### src/rtl/uart_loader_ctrl_pkg.sv
// Shared constants, state encoding and helpers for the UART frame loader.
// Frame layout: START, addr[31:0] LE, data[31:0] LE, END.
package uart_loader_ctrl_pkg;

    localparam logic [7:0] START_BYTE     = 8'hAA;
    localparam logic [7:0] END_BYTE       = 8'h55;

    localparam logic [3:0] REG_DMEM_MAX   = 4'h3;
    localparam logic [3:0] REG_IMEM       = 4'h4;
    localparam logic [3:0] REG_CTRL       = 4'h5;

    localparam logic [1:0] CTRL_CPU_RESET = 2'd0;
    localparam logic [1:0] CTRL_RESUME    = 2'd1;
    localparam logic [1:0] CTRL_MASTER    = 2'd2;

    typedef enum logic [2:0] {
        ST_IDLE  = 3'd0,
        ST_ADDR  = 3'd1,
        ST_DATA  = 3'd2,
        ST_TAIL  = 3'd3,
        ST_WRITE = 3'd4
    } state_t;

    function automatic logic [7:0] sat_inc8(input logic [7:0] v);
        return (v == 8'hFF) ? v : v + 8'd1;
    endfunction

endpackage

### src/rtl/uart_loader_ctrl_if.sv
// Byte-stream input and memory write port of the UART loader.
// master = loader side, slave = UART receiver / memory side.
interface uart_loader_ctrl_if #(
    parameter int WIDTH_D = 32,
    parameter int DEPTH_A = 12
);
    logic [7:0]         rx_data;
    logic               rx_valid;
    logic               wr_valid;
    logic               wr_ready;
    logic               wr_sel_i;
    logic [DEPTH_A-1:0] wr_addr;
    logic [WIDTH_D-1:0] wr_data;

    modport master (
        input  rx_data, rx_valid, wr_ready,
        output wr_valid, wr_sel_i, wr_addr, wr_data
    );

    modport slave (
        output rx_data, rx_valid, wr_ready,
        input  wr_valid, wr_sel_i, wr_addr, wr_data
    );
endinterface

### src/rtl/uart_loader_watchdog.sv
// Inter-byte gap watchdog: counts enabled idle cycles, expires after TIMEOUT.
module uart_loader_watchdog #(
    parameter int unsigned TIMEOUT = 50000
) (
    input  logic i_clk,
    input  logic i_rst_n,
    input  logic i_clear,
    input  logic i_enable,
    output logic o_expire
);
    localparam logic [15:0] TC = 16'(TIMEOUT - 1);

    logic [15:0] r_count;

    assign o_expire = i_enable && !i_clear && (r_count == TC);

    always_ff @(posedge i_clk or negedge i_rst_n) begin
        if (!i_rst_n) begin
            r_count <= 16'd0;
        end else if (i_clear || o_expire) begin
            r_count <= 16'd0;
        end else if (i_enable) begin
            r_count <= r_count + 16'd1;
        end
    end
endmodule

### src/rtl/uart_loader_ctrl.sv
// UART frame decoder: turns 10-byte frames into memory writes or loader
// control-register updates.
//
// state    | meaning
// IDLE     | waiting for START byte
// ADDR     | collecting 4 address bytes (LE)
// DATA     | collecting 4 data bytes (LE)
// TAIL     | expecting END byte, then decode region
// WRITE    | holding write request until wr_ready
module uart_loader_ctrl
    import uart_loader_ctrl_pkg::*;
#(
    parameter int          WIDTH_D        = 32,
    parameter int          DEPTH_A        = 12,
    parameter int unsigned TIMEOUT        = 50000,
    parameter logic        CPU_RESET_INIT = 1'b0,
    parameter logic        MASTER_INIT    = 1'b1
) (
    input  logic                i_clk,
    input  logic                i_rst_n,
    uart_loader_ctrl_if.master  if_ldr,
    output logic                o_cpu_reset,
    output logic                o_resume,
    output logic                o_master,
    output logic                o_busy,
    output logic [7:0]          o_err_count
);
    state_t             r_state, w_state_nxt;
    logic [1:0]         r_idx, w_idx_nxt;
    // Only addr[15:0] matters: bits above are never decoded.
    logic [15:0]        r_addr, w_addr_nxt;
    logic [31:0]        r_data, w_data_nxt;
    logic               r_wr_valid, w_wr_valid_nxt;
    logic               r_wr_sel_i, w_wr_sel_nxt;
    logic [DEPTH_A-1:0] r_wr_addr, w_wr_addr_nxt;
    logic [WIDTH_D-1:0] r_wr_data, w_wr_data_nxt;
    logic               r_cpu_reset, w_cpu_reset_nxt;
    logic               r_resume, w_resume_nxt;
    logic               r_master, w_master_nxt;
    logic               r_busy;
    logic [7:0]         r_err_count;
    logic               w_err_evt;
    logic [3:0]         w_region;
    logic               w_wd_enable;
    logic               w_wd_expire;

    assign w_region    = r_addr[15:12];
    assign w_wd_enable = (r_state == ST_ADDR) || (r_state == ST_DATA) || (r_state == ST_TAIL);

    uart_loader_watchdog #(.TIMEOUT(TIMEOUT)) u_watchdog (
        .i_clk    (i_clk),
        .i_rst_n  (i_rst_n),
        .i_clear  (if_ldr.rx_valid),
        .i_enable (w_wd_enable),
        .o_expire (w_wd_expire)
    );

    always_comb begin
        w_state_nxt     = r_state;
        w_idx_nxt       = r_idx;
        w_addr_nxt      = r_addr;
        w_data_nxt      = r_data;
        w_wr_valid_nxt  = r_wr_valid;
        w_wr_sel_nxt    = r_wr_sel_i;
        w_wr_addr_nxt   = r_wr_addr;
        w_wr_data_nxt   = r_wr_data;
        w_cpu_reset_nxt = r_cpu_reset;
        w_resume_nxt    = r_resume;
        w_master_nxt    = r_master;
        w_err_evt       = 1'b0;

        unique case (r_state)
            ST_IDLE: begin
                if (if_ldr.rx_valid && (if_ldr.rx_data == START_BYTE)) begin
                    w_state_nxt = ST_ADDR;
                    w_idx_nxt   = 2'd0;
                end
            end
            ST_ADDR: begin
                if (if_ldr.rx_valid) begin
                    if (r_idx == 2'd0) w_addr_nxt[7:0]  = if_ldr.rx_data;
                    if (r_idx == 2'd1) w_addr_nxt[15:8] = if_ldr.rx_data;
                    w_idx_nxt = r_idx + 2'd1;
                    if (r_idx == 2'd3) w_state_nxt = ST_DATA;
                end else if (w_wd_expire) begin
                    w_state_nxt = ST_IDLE;
                    w_err_evt   = 1'b1;
                end
            end
            ST_DATA: begin
                if (if_ldr.rx_valid) begin
                    w_data_nxt[{r_idx, 3'b000} +: 8] = if_ldr.rx_data;
                    w_idx_nxt = r_idx + 2'd1;
                    if (r_idx == 2'd3) w_state_nxt = ST_TAIL;
                end else if (w_wd_expire) begin
                    w_state_nxt = ST_IDLE;
                    w_err_evt   = 1'b1;
                end
            end
            ST_TAIL: begin
                if (if_ldr.rx_valid) begin
                    w_state_nxt = ST_IDLE;
                    if (if_ldr.rx_data != END_BYTE) begin
                        w_err_evt = 1'b1;
                    end else if ((w_region <= REG_DMEM_MAX) || (w_region == REG_IMEM)) begin
                        w_state_nxt    = ST_WRITE;
                        w_wr_valid_nxt = 1'b1;
                        w_wr_sel_nxt   = (w_region == REG_IMEM);
                        w_wr_addr_nxt  = r_addr[DEPTH_A-1:0];
                        w_wr_data_nxt  = r_data[WIDTH_D-1:0];
                    end else if (w_region == REG_CTRL) begin
                        if (r_addr[1:0] == CTRL_CPU_RESET) w_cpu_reset_nxt = r_data[0];
                        if (r_addr[1:0] == CTRL_RESUME)    w_resume_nxt    = r_data[0];
                        if (r_addr[1:0] == CTRL_MASTER)    w_master_nxt    = r_data[0];
                    end
                end else if (w_wd_expire) begin
                    w_state_nxt = ST_IDLE;
                    w_err_evt   = 1'b1;
                end
            end
            ST_WRITE: begin
                // Bytes arriving while a write is pending are overruns.
                w_err_evt = if_ldr.rx_valid;
                if (if_ldr.wr_ready) begin
                    w_wr_valid_nxt = 1'b0;
                    w_state_nxt    = ST_IDLE;
                end
            end
            default: w_state_nxt = ST_IDLE;
        endcase
    end

    always_ff @(posedge i_clk or negedge i_rst_n) begin
        if (!i_rst_n) begin
            r_state     <= ST_IDLE;
            r_idx       <= 2'd0;
            r_addr      <= 16'd0;
            r_data      <= 32'd0;
            r_wr_valid  <= 1'b0;
            r_wr_sel_i  <= 1'b0;
            r_wr_addr   <= '0;
            r_wr_data   <= '0;
            r_cpu_reset <= CPU_RESET_INIT;
            r_resume    <= 1'b0;
            r_master    <= MASTER_INIT;
            r_busy      <= 1'b0;
            r_err_count <= 8'd0;
        end else begin
            r_state     <= w_state_nxt;
            r_idx       <= w_idx_nxt;
            r_addr      <= w_addr_nxt;
            r_data      <= w_data_nxt;
            r_wr_valid  <= w_wr_valid_nxt;
            r_wr_sel_i  <= w_wr_sel_nxt;
            r_wr_addr   <= w_wr_addr_nxt;
            r_wr_data   <= w_wr_data_nxt;
            r_cpu_reset <= w_cpu_reset_nxt;
            r_resume    <= w_resume_nxt;
            r_master    <= w_master_nxt;
            r_busy      <= (w_state_nxt != ST_IDLE);
            if (w_err_evt) r_err_count <= sat_inc8(r_err_count);
        end
    end

    assign if_ldr.wr_valid = r_wr_valid;
    assign if_ldr.wr_sel_i = r_wr_sel_i;
    assign if_ldr.wr_addr  = r_wr_addr;
    assign if_ldr.wr_data  = r_wr_data;
    assign o_cpu_reset     = r_cpu_reset;
    assign o_resume        = r_resume;
    assign o_master        = r_master;
    assign o_busy          = r_busy;
    assign o_err_count     = r_err_count;
endmodule

### src/flat_wrapper.sv
// flat-port wrapper written by rule: the top's interface ports become plain ports
module uart_loader_ctrl_flat import uart_loader_ctrl_pkg::*;
#(
    parameter int          WIDTH_D        = 32,
    parameter int          DEPTH_A        = 12,
    parameter int unsigned TIMEOUT        = 50000,
    parameter logic        CPU_RESET_INIT = 1'b0,
    parameter logic        MASTER_INIT    = 1'b1
)
  (i_clk, i_rst_n, o_cpu_reset, o_resume, o_master, o_busy, o_err_count, if_ldr_rx_data, if_ldr_rx_valid, if_ldr_wr_ready, if_ldr_wr_valid, if_ldr_wr_sel_i, if_ldr_wr_addr, if_ldr_wr_data);
  uart_loader_ctrl_if #(.WIDTH_D(WIDTH_D), .DEPTH_A(DEPTH_A)) if_ldr_i ();
  input  logic i_clk;
  input  logic i_rst_n;
  output logic o_cpu_reset;
  output logic o_resume;
  output logic o_master;
  output logic o_busy;
  output logic [7:0] o_err_count;
  input wire logic [$bits(if_ldr_i.rx_data)-1:0] if_ldr_rx_data;
  input wire logic [$bits(if_ldr_i.rx_valid)-1:0] if_ldr_rx_valid;
  input wire logic [$bits(if_ldr_i.wr_ready)-1:0] if_ldr_wr_ready;
  output wire logic [$bits(if_ldr_i.wr_valid)-1:0] if_ldr_wr_valid;
  output wire logic [$bits(if_ldr_i.wr_sel_i)-1:0] if_ldr_wr_sel_i;
  output wire logic [$bits(if_ldr_i.wr_addr)-1:0] if_ldr_wr_addr;
  output wire logic [$bits(if_ldr_i.wr_data)-1:0] if_ldr_wr_data;
  assign if_ldr_i.rx_data = if_ldr_rx_data;
  assign if_ldr_i.rx_valid = if_ldr_rx_valid;
  assign if_ldr_i.wr_ready = if_ldr_wr_ready;
  assign if_ldr_wr_valid = if_ldr_i.wr_valid;
  assign if_ldr_wr_sel_i = if_ldr_i.wr_sel_i;
  assign if_ldr_wr_addr = if_ldr_i.wr_addr;
  assign if_ldr_wr_data = if_ldr_i.wr_data;
  uart_loader_ctrl #(.WIDTH_D(WIDTH_D), .DEPTH_A(DEPTH_A), .TIMEOUT(TIMEOUT), .CPU_RESET_INIT(CPU_RESET_INIT), .MASTER_INIT(MASTER_INIT)) u_core (.i_clk(i_clk), .i_rst_n(i_rst_n), .if_ldr(if_ldr_i), .o_cpu_reset(o_cpu_reset), .o_resume(o_resume), .o_master(o_master), .o_busy(o_busy), .o_err_count(o_err_count));
endmodule
### config.mk
export PLATFORM = sky130hd
export DESIGN_NAME = uart_loader_ctrl_flat
export DESIGN_NICKNAME = d
export VERILOG_FILES = /design/src/rtl/uart_loader_ctrl_pkg.sv /design/src/rtl/uart_loader_ctrl_if.sv /design/src/rtl/uart_loader_watchdog.sv /design/src/rtl/uart_loader_ctrl.sv /design/src/flat_wrapper.sv
export SDC_FILE = /design/constraint.sdc
export NUM_CORES = 1
export LEC_CHECK = 0
export ABC_AREA = 0
export CAP_MARGIN = 15
export CORE_MARGIN = 5
export CORE_UTILIZATION = 50
export DETAILED_ROUTE_END_ITERATION = 7
export PLACE_DENSITY_LB_ADDON = 0.12
export SYNTH_ARGS = -nofsm -noshare
export SYNTH_HDL_FRONTEND = slang
export SYNTH_SLANG_ARGS = --single-unit
export TNS_END_PERCENT = 30
### constraint.sdc
create_clock -name i_clk -period 3.2 [get_ports i_clk]
set_clock_uncertainty 0.1 [all_clocks]
set_input_delay 0.96 -clock i_clk [delete_from_list [all_inputs] [get_ports i_clk]]
set_output_delay 0.96 -clock i_clk [all_outputs]
set_load 0.02 [all_outputs]
==> impl_metrics.py, run 1 <==
metrics = {
    "setup_path": {
        "crit_arrival_ns": 3.06,
        "cp_cell_sequence": "clkdlybuf4s50_1, and4bb_2, nand2_1, nor3_1, and2_2, buf_4, mux2_2",
        "cp-start-kind": "input port",
        "crit_fanout": 16,
        "slowest_stage": "clkdlybuf4s50_1",
        "end_kind": "register",
        "worstSetupPathType": "input port to register",
        "worstPathRequired_ns": 3.49,
        "cpPeakStageDelay_ns": 0.55,
    },
    "logic_synthesis": {
        "ys_async_sr_fraction_pct": 100,
        "synth_area_sq_um": 5440,
        "synthTopCellsByArea": "dfrtp_1, mux2_2, nand2_1",
        "synth_cell_type_count": 44,
        "seq_area_frac_synth_pct": 58.5,
        "avgSynthCellArea_sq_um": 11.8,
        "synth_ff_type": "dfrtp_1",
        "synth_top_cell_by_area": "dfrtp_1",
        "synthesis.nets": 481,
        "ys_ff_latch": 127,
        "postSynthCellCount": 461,
        "yosysWarnings": 0,
        "synth-edff-count": 0,
        "synth_top_area_share_pct": 58.0,
    },
    "sta": {
        "setup_viol": 0,
        "grt_setup_unrepaired": "false",
        "worst_slew_pin_slew_ns": 0.880,
        "fin_crit_ns": 2.76,
        "max_slew_margin_pct": 41.2,
        "tns_ns": 0,
        "hold_viol": 0,
        "report.final.slew_viol_count": 0,
        "timing.fmax_mhz": 362,
        "fin_crit_sh_pct": 86.4,
    },
    "detailed_routing": {
        "first_pass_iters": 4,
        "ant_nets": 0,
        "drt_wl_total_um": 11600,
        "wl_per_cell_um": 16.3,
        "vias_per_cell": 5.18,
        "drt_iter0_markers": 192,
        "route.detailed.drc": 0,
        "vias": 3690,
    },
    "floorplanning": {
        "start_util_pct": 50.6,
        "fp.dieW_um": 114,
        "core-area_sq_um": 10700,
        "io_pins": 70,
        "dieArea_sq_um": 13100,
        "num_rows": 38,
        "fp.dieH_um": 114,
    },
    "clock_tree": {
        "cts_hold_buf": 0,
        "h-tree-depth": 4,
        "cts_sinks": 127,
        "cts_tree": "built",
        "clock_latency_ns": 0.52,
        "cts_buffer_depth": 2,
        "root_buffer": "clkbuf_8",
        "post_cts_resized": 0,
        "postCtsSetupRepairBufs": 0,
        "cts_made_buffers": 17,
        "clk_pin_slew_ns": 0.06,
    },
    "layout": {
        "nFillCells": 850,
        "nNetsFinal": 579,
        "fin_util_pct": 65.0,
        "antennaDiodeCount": 0,
        "syn_to_final_growth_pct": 28.5,
        "drive_above_1_share_pct": 22.2,
    },
    "power_and_ir_drop": {
        "power_leakage_nw": 3.16,
        "peakVddDrop_mv": 0.377,
        "p_per_area_nw_per_um2": 672,
        "power_mw": 4.70,
    },
    "global_routing": {
        "grt_antenna_before_repair": 0,
        "grt_pass1_vias": 3862,
        "gr-usage-all-layers_pct": 19.5,
        "grt_max_degree": 58,
        "grt-ovfl-total": 0,
        "grt_pass1_wl_um": 19800,
    },
    "hold_path": {
        "hp-class": "input port to async pin",
    },
    "flow_run": {
        "cap_violations": 0,
    },
    "place": {
        "globalplace.congestion": 0.823,
        "numPortBuffers": 69,
        "hpwl_um": 7940,
    },
    "status": {
        "status": "finished clean",
    },
}
-- where the power goes --
part	internal [mW]	switching, mW	total [mW]
clock network	1.22	0.668	1.89
registers	1.80	0.178	1.97
logic	0.396	0.435	0.831
total	3.42	1.28	4.70
-- flip-flops by register name, indices dropped and copies added, names as in the netlist --
| name | cells |
|---|---|
| u_core.if_ldr.wr_data | 32 |
| u_core.r_data | 32 |
| u_core.r_addr | 16 |
| u_core.u_watchdog.r_count | 16 |
| u_core.if_ldr.wr_addr | 12 |
| u_core.o_err_count | 8 |
| u_core.r_state | 3 |
| u_core.r_idx | 2 |
| u_core.if_ldr.wr_sel_i | 1 |
| u_core.if_ldr.wr_valid | 1 |
| u_core.o_busy | 1 |
| u_core.o_cpu_reset | 1 |
| u_core.o_master | 1 |
| u_core.o_resume | 1 |
-- final cells by class --
class / count / area [sq um] / area share [%]
Multi-Input combinational cell: 315 / 2120 / 30.3
Clock buffer: 22 / 453 / 6.48
Tap cell: 140 / 175 / 2.51
Timing Repair Buffer: 93 / 906 / 13.0
Inverter: 5 / 18.8 / 0.269
Clock inverter: 10 / 136 / 1.95
Sequential cell: 127 / 3180 / 45.5
-- metal layers --
metal	global-route usage (%)	vias up	wire length, um
met5	0	-	0
met4	7.28	0	189
met3	5.07	16	551
met2	30.4	74	5480
met1	26.4	1818	5410
li1	-	1782	-
-- worst paths after layout --
check,cells past startpoint,endpoint,from,slack [ns]
worst max register to register,5,u_core.r_data[14],u_core.r_idx[0],0.93
worst min-delay path,1,u_core.o_err_count[2],i_rst_n,0.31
max in group asynchronous,2,u_core.r_data[17],i_rst_n,1.89
worst max-delay path,7,u_core.if_ldr.wr_data[17],if_ldr_rx_data[5],0.44
worst min register to register,2,u_core.r_data[22],u_core.r_data[22],0.38
min in group i_clk,2,u_core.r_data[22],u_core.r_data[22],0.38
-- kinds of logic (layout without fill, tap and decap cells) --
logic type                 count (synthesis)  count (layout)  share of synthesized area, %
DFF                                      127             127                          58.5
adders and majority gates                  8               8                          1.84
muxes                                     66              66                          13.6
and+or+nand+nor                          169             169                          14.6
buffers and inverters                     19             130                          2.58
xor gates and xnor gates                  23              23                          3.70
AOI/OAI and AO/OA                         49              49                          5.20
-- synthesized netlist by cell type, types with 3 or more instances --
master    instances
nor4_1            3
nor3b_1           6
a21oi_1           5
and3_1            4
buf_6             9
nand3_1          10
xnor2_1           7
nand2_1          91
o21ai_0          34
clkbuf_1          4
nor3_1            5
mux2_2           64
inv_1             5
dfrtp_1         126
nand4_1           5
and2_1            3
ha_1              8
xor2_1           16
nor2_1           28
-- critical path: cells and delay by family --
kind / cells / cell delay, ns
and+or+nand+nor: 4 / 0.92
buffers and inverters: 2 / 0.80
muxes: 1 / 0.37
-- stage by stage --
stage | setup slack, ns | hold WS, ns | cells | instance area (sq um)
floorplan | 0.701 | 0.344 | 461 | 5440
global placement | -0.0403 | 0.358 | 680 | 6400
detailed placement | -0.0177 | 0.365 | 680 | 6400
CTS | 0.473 | 0.316 | 712 | 6990
global route | 0.393 | 0.352 | 712 | 6990
finish | 0.436 | 0.310 | 712 | 6990
-- cell usage in the layout (no fill, tap or decap), types with 4 or more instances in the layout --
| cell type | synthesis | layout |
|---|---|---|
| nor3_1 | 5 | 5 |
| clkdlybuf4s50_1 | 0 | 68 |
| nand3_1 | 10 | 10 |
| o21ai_0 | 34 | 34 |
| mux2_2 | 64 | 64 |
| dfrtp_1 | 126 | 126 |
| buf_4 | 0 | 22 |
| nand4_1 | 5 | 5 |
| nand2_1 | 91 | 91 |
| inv_1 | 5 | 5 |
| nor2_1 | 28 | 28 |
| nor3b_1 | 6 | 6 |
| clkbuf_16 | 0 | 16 |
| xnor2_1 | 7 | 7 |
| ha_1 | 8 | 8 |
| and3_1 | 4 | 4 |
| xor2_1 | 16 | 16 |
| a21oi_1 | 5 | 5 |
Power figures use the tool's default switching activity.
==> run 2, diff against run 1 <==
- ABC_AREA: 0 -> 1
==> run 2 against run 1 <==
  * Routed wire length up 7.1%
  * Critical path type unchanged
  * Maximum frequency rose by 6.0%
  * Sequential share of layout area down 0.75 points
  * Sequential power fell by 11%
  * Worst hold slack better by 0.071 ns
  * Core utilization fell by 0.35 points
  * Synthesized area up 4.2%
  * Total power down 13%
  * Register-to-register slack better by 0.36 ns
==> impl_metrics.py, run 2 <==
metrics = {
    "status": {
        "status": "finished clean",
    },
    "detailed_routing": {
        "vias_per_cell": 5.18,
        "first_pass_iters": 4,
        "drt_iter0_markers": 286,
        "drt_wl_total_um": 12500,
        "ant_nets": 0,
        "wl_per_cell_um": 14.2,
        "vias": 4550,
        "route.detailed.drc": 0,
    },
    "hold_path": {
        "hp-class": "register to register",
    },
    "sta": {
        "setup_viol": 0,
        "fin_crit_ns": 2.61,
        "report.final.slew_viol_count": 0,
        "grt_setup_unrepaired": "false",
        "hold_viol": 0,
        "fin_crit_sh_pct": 81.5,
        "max_slew_margin_pct": 61.8,
        "worst_slew_pin_slew_ns": 0.573,
        "timing.fmax_mhz": 383,
        "tns_ns": 0,
    },
    "logic_synthesis": {
        "seq_area_frac_synth_pct": 56.1,
        "synthesis.nets": 673,
        "synth_ff_type": "dfrtp_1",
        "synthTopCellsByArea": "dfrtp_1, o21ai_0, nand2_1",
        "yosys.area_share.adder_pct": 1.77,
        "synth_compound_area_share_pct": 11.3,
        "synth_top_cell_by_area": "dfrtp_1",
        "synth_cell_type_count": 31,
        "synth-edff-count": 0,
        "synth_common_cells": "nand2_1, dfrtp_1, o21ai_0, inv_1, nor2_1",
        "synth_top_area_share_pct": 55.7,
        "synth-simple-area-share_pct": 21.6,
        "ys_async_sr_fraction_pct": 100,
        "postSynthCellCount": 653,
        "avgSynthCellArea_sq_um": 8.67,
        "yosysWarnings": 0,
        "synth_xor_area_share_pct": 1.39,
        "ys_ff_latch": 127,
        "synth_area_sq_um": 5660,
        "yosysMostFrequentCell": "nand2_1",
        "synth_top_family_by_area": "simple AND/OR/NAND/NOR gates",
        "synthMuxAreaShare_pct": 0,
    },
    "clock_tree": {
        "h-tree-depth": 4,
        "cts_hold_buf": 0,
        "clock_latency_ns": 0.40,
        "postCtsSetupRepairBufs": 0,
        "cts_made_buffers": 17,
        "cts_tree": "built",
        "clk_pin_slew_ns": 0.05,
        "post_cts_resized": 0,
        "root_buffer": "clkbuf_16",
        "cts_sinks": 127,
        "cts_buffer_depth": 2,
    },
    "setup_path": {
        "cp-start-kind": "input port",
        "slowest_stage": "clkdlybuf4s50_1",
        "worstSetupPathType": "input port to register",
        "crit_fanout": 10,
        "worstPathRequired_ns": 3.42,
        "cpMostUsedCell": "nand2_1",
        "cpPeakStageDelay_ns": 0.72,
        "r2r_slack_ns": 1.29,
        "cp_cell_sequence": "clkdlybuf4s50_1, clkinv_1, nor3_1, nand2_1, nand2_1, nand3_1, o21ai_0",
        "end_kind": "register",
        "crit_arrival_ns": 2.83,
    },
    "floorplanning": {
        "num_rows": 38,
        "dieArea_sq_um": 13600,
        "io_pins": 70,
        "start_util_pct": 51.6,
        "fp.dieW_um": 116,
        "core-area_sq_um": 11000,
        "fp.dieH_um": 116,
    },
    "layout": {
        "antennaDiodeCount": 0,
        "nNetsFinal": 748,
        "final_common_cell": "nand2_1",
        "syn_to_final_growth_pct": 25.4,
        "final_area_sq_um": 7100,
        "most-common-layout-cells": "nand2_1, dfrtp_1, o21ai_0",
        "drive_above_1_share_pct": 7.85,
    },
    "flow_run": {
        "cap_violations": 0,
    },
    "global_routing": {
        "grt-ovfl-total": 0,
        "gr-usage-all-layers_pct": 19.9,
        "grt_pass1_wl_um": 21400,
        "grt_antenna_before_repair": 0,
        "grt_pass1_vias": 4485,
        "grt_max_degree": 51,
    },
    "power_and_ir_drop": {
        "power_leakage_nw": 3.32,
        "peakVddDrop_mv": 0.410,
        "power_mw": 4.10,
        "p_per_area_nw_per_um2": 577,
    },
    "place": {
        "globalplace.congestion": 0.788,
        "hpwl_um": 8870,
        "place_area_sq_um": 6530,
        "numPortBuffers": 69,
    },
}
[run 2: cells by family after synthesis]
kind of cell | after synthesis
AO/OA/AOI/OAI | 125
XOR/XNOR | 9
adder cells (fa/ha/maj) | 8
buffers and inverters | 113
flip-flops | 127
AND/OR/NAND/NOR | 271
[run 2: worst max-delay path, delay by kind of cell]
kind	cells	cell delay (ns)
and+or+nand+nor	4	0.67
AOI/OAI and AO/OA	1	0.07
buffers and inverters	2	1.12
[run 2: layer usage]
layer	share of wire (%)	GRT usage [%]	wire length, um	up-vias
met3	4.0	5.18	500	12
met1	46	27.0	5740	2156
met5	0	0	0	-
met2	49	31.9	6100	103
met4	0.96	5.34	119	0
li1	-	-	-	2279
[run 2: cell type report]
| cell class | instances | area, sq um |
|---|---|---|
| Fill cell | 921 | 3880 |
| Sequential cell | 127 | 3180 |
| Multi-Input combinational cell | 413 | 2060 |
| Timing Repair Buffer | 78 | 781 |
| Clock buffer | 20 | 457 |
| Inverter | 91 | 342 |
| Tap cell | 140 | 175 |
| Clock inverter | 10 | 115 |
[run 2: path summary, 6_finish.rpt]
| check | to | depth (start not counted) | startpoint |
|---|---|---|---|
| max | u_core.r_idx[0] | 7 | if_ldr_rx_valid |
| min | u_core.if_ldr.wr_data[10] | 2 | u_core.if_ldr.wr_data[10] |
| max reg2reg | u_core.r_data[21] | 6 | u_core.r_idx[1] |
| min reg2reg | u_core.if_ldr.wr_data[10] | 2 | u_core.if_ldr.wr_data[10] |
| max in group asynchronous | u_core.o_master | 2 | i_rst_n |
| min in group asynchronous | u_core.if_ldr.wr_data[3] | 1 | i_rst_n |
[run 2: power by group]
part	switching (mW)	internal, mW	leakage [nW]
sequential	0.0385	1.71	1.58
clock	0.667	1.18	0.274
combinational	0.384	0.129	1.46
[run 2: stage by stage]
stage / instances / utilization (%) / worst slack (ns) / hold WS [ns]
after global routing: 879 / 64.7 / 0.331 / 0.410
final: 879 / 64.7 / 0.591 / 0.381
after global placement: 849 / 59.5 / 0.203 / 0.365
after floorplan: 653 / - / 1.08 / 0.353
after detailed placement: 849 / 59.5 / 0.183 / 0.372
after CTS: 879 / 64.7 / 0.583 / 0.386
==> run 3, diff against run 2 <==
- clock period: 3.2 -> 2.3 ns (I/O delays scaled with it)
==> run 3 against run 2 <==
  * Sequential share of layout area decreased by 1.7 points
  * Critical endpoint is now o_err_count[7]
  * Critical path depth decreased by 6
  * Register-to-register slack lost 1.1 ns
  * Flip-flop and latch count is the same
  * Count of clock-buffer cells in the layout is 2 higher
  * Clock power up 56%
  * First-iteration DRC count is 40% higher
==> impl_metrics.py, run 3 (synthesis gave the netlist of run 2 again) <==
metrics = {
    "status": {
        "status": "finished clean",
    },
    "floorplanning": {
        "fp.dieW_um": 116,
        "core-area_sq_um": 11000,
        "dieArea_sq_um": 13600,
        "io_pins": 70,
        "num_rows": 38,
        "start_util_pct": 51.6,
        "fp.dieH_um": 116,
    },
    "power_and_ir_drop": {
        "p_per_area_nw_per_um2": 815,
        "peakVddDrop_mv": 0.784,
        "power_mw": 6.02,
        "power_leakage_nw": 3.52,
    },
    "clock_tree": {
        "root_buffer": "clkbuf_16",
        "h-tree-depth": 4,
        "cts_sinks": 127,
        "clock_latency_ns": 0.41,
        "clk_pin_slew_ns": 0.05,
        "cts_tree": "built",
        "cts_buffer_depth": 2,
        "postCtsSetupRepairBufs": 0,
        "cts_made_buffers": 17,
    },
    "global_routing": {
        "grt_pass1_wl_um": 22500,
        "met1_usage_pct": 27.8,
        "grt-ovfl-total": 0,
        "grt_max_degree": 60,
        "met3_usage_pct": 5.80,
        "grt_pass1_vias": 4647,
        "grt_antenna_before_repair": 0,
        "gr-usage-all-layers_pct": 21.3,
        "grt_use_met2_pct": 35.0,
        "top_usage_layer": "met2",
    },
    "hold_path": {
        "hp-class": "input port to async pin",
    },
    "setup_path": {
        "cp_cell_sequence": "clkdlybuf4s50_1",
        "worstSetupPathType": "register to output port",
        "end_kind": "output port",
        "worstPathRequired_ns": 1.51,
        "crit_arrival_ns": 1.45,
        "slowest_stage": "clkdlybuf4s50_1",
        "path_delay_family": "buffers and inverters",
        "path_buf_inv": 1,
        "crit_fanout": 4,
        "cpPeakStageDelay_ns": 0.63,
        "cp-start-kind": "register",
    },
    "detailed_routing": {
        "ant_nets": 0,
        "vias_per_cell": 5.19,
        "drt_iter0_markers": 401,
        "first_pass_iters": 5,
        "vias": 4697,
        "drt_wl_total_um": 13100,
        "route.detailed.drc": 0,
        "wl_per_cell_um": 14.5,
    },
    "sta": {
        "report.final.slew_viol_count": 0,
        "worst_slew_pin_slew_ns": 0.575,
        "grt_setup_unrepaired": "false",
        "max_slew_margin_pct": 61.7,
        "fin_crit_ns": 2.24,
        "setup_viol": 0,
        "timing.fmax_mhz": 447,
        "fin_crit_sh_pct": 97.2,
        "hold_viol": 0,
        "worst_slack_ns": 0.0641,
    },
    "place": {
        "dp_slack_ns": -0.152,
        "numPortBuffers": 69,
        "globalplace.congestion": 0.789,
        "hpwl_um": 9090,
    },
    "layout": {
        "nNetsFinal": 772,
        "final_common_cell": "nand2_1",
        "syn_to_final_growth_pct": 30.3,
        "antennaDiodeCount": 0,
        "multi_input_area_sq_um": 2060,
        "most-common-layout-cells": "nand2_1, dfrtp_1, o21ai_0",
        "nFillCells": 890,
        "seqCellArea_sq_um": 3180,
        "drive_above_1_share_pct": 11.1,
    },
    "flow_run": {
        "cap_violations": 0,
    },
}
[run 3: cell types whose count changed in the layout (fill, tap and decap cells not counted), sizes merged]
cell / previous run / this run
buf: 10 / 34
bufinv: 2 / 4
clkbuf: 20 / 22
clkdlybuf4s50: 68 / 62
clkinv: 7 / 5
dlygate4sd2: 0 / 5
dlymetal6s2s: 0 / 1
[run 3: what timing repair did]
item,in CTS,in global routing
pin swaps,0,0
endpoints found under the setup margin,5,9
gates resized for setup,5,2
hold buffers,0,0
[run 3: metal layers]
metal | vias to the layer above | share of wire [%]
li1 | 2329 | -
met1 | 2243 | 45
met2 | 107 | 49
met3 | 18 | 4.0
met4 | 0 | 1.4
met5 | - | 0
[run 3: report_power, final]
| part | switching (mW) | leakage, nW | internal, mW |
|---|---|---|---|
| logic | 0.527 | 1.63 | 0.186 |
| clock network | 0.946 | 0.308 | 1.92 |
| registers | 0.0583 | 1.58 | 2.38 |
| total | 1.53 | 3.52 | 4.48 |
[run 3: layout make-up]
type / instances / area share (%)
Clock inverter: 10 / 2.14
Timing Repair Buffer: 102 / 13.3
Sequential cell: 127 / 43.1
Clock buffer: 22 / 6.56
Multi-Input combinational cell: 413 / 27.9
Tap cell: 140 / 2.37
Inverter: 91 / 4.63
[run 3: final timing paths]
kind,startpoint,end,slack (ns),cells after the start
setup / recovery,u_core.o_err_count[7],o_err_count[7],0.06,1
hold / removal,i_rst_n,u_core.if_ldr.wr_data[3],0.11,1
setup reg to reg,u_core.r_idx[1],u_core.r_data[21],0.23,6
hold reg to reg,u_core.if_ldr.wr_data[1],u_core.if_ldr.wr_data[1],0.38,2
max in group asynchronous,i_rst_n,u_core.o_err_count[0],1.34,2
min in group i_clk,u_core.if_ldr.wr_data[1],u_core.if_ldr.wr_data[1],0.38,2
[run 3: stage by stage]
step                      util, %  instances  area (sq um)  hold WS (ns)  setup TNS [ns]
final                        67.2        905          7380         0.110               0
after global routing         67.2        905          7380         0.134               0
after CTS                    67.1        905          7370         0.109               0
after detailed placement     61.3        873          6740         0.374           -7.51
after global placement       61.3        873          6740         0.367           -4.16
after floorplan                 -        653          5660         0.294               0
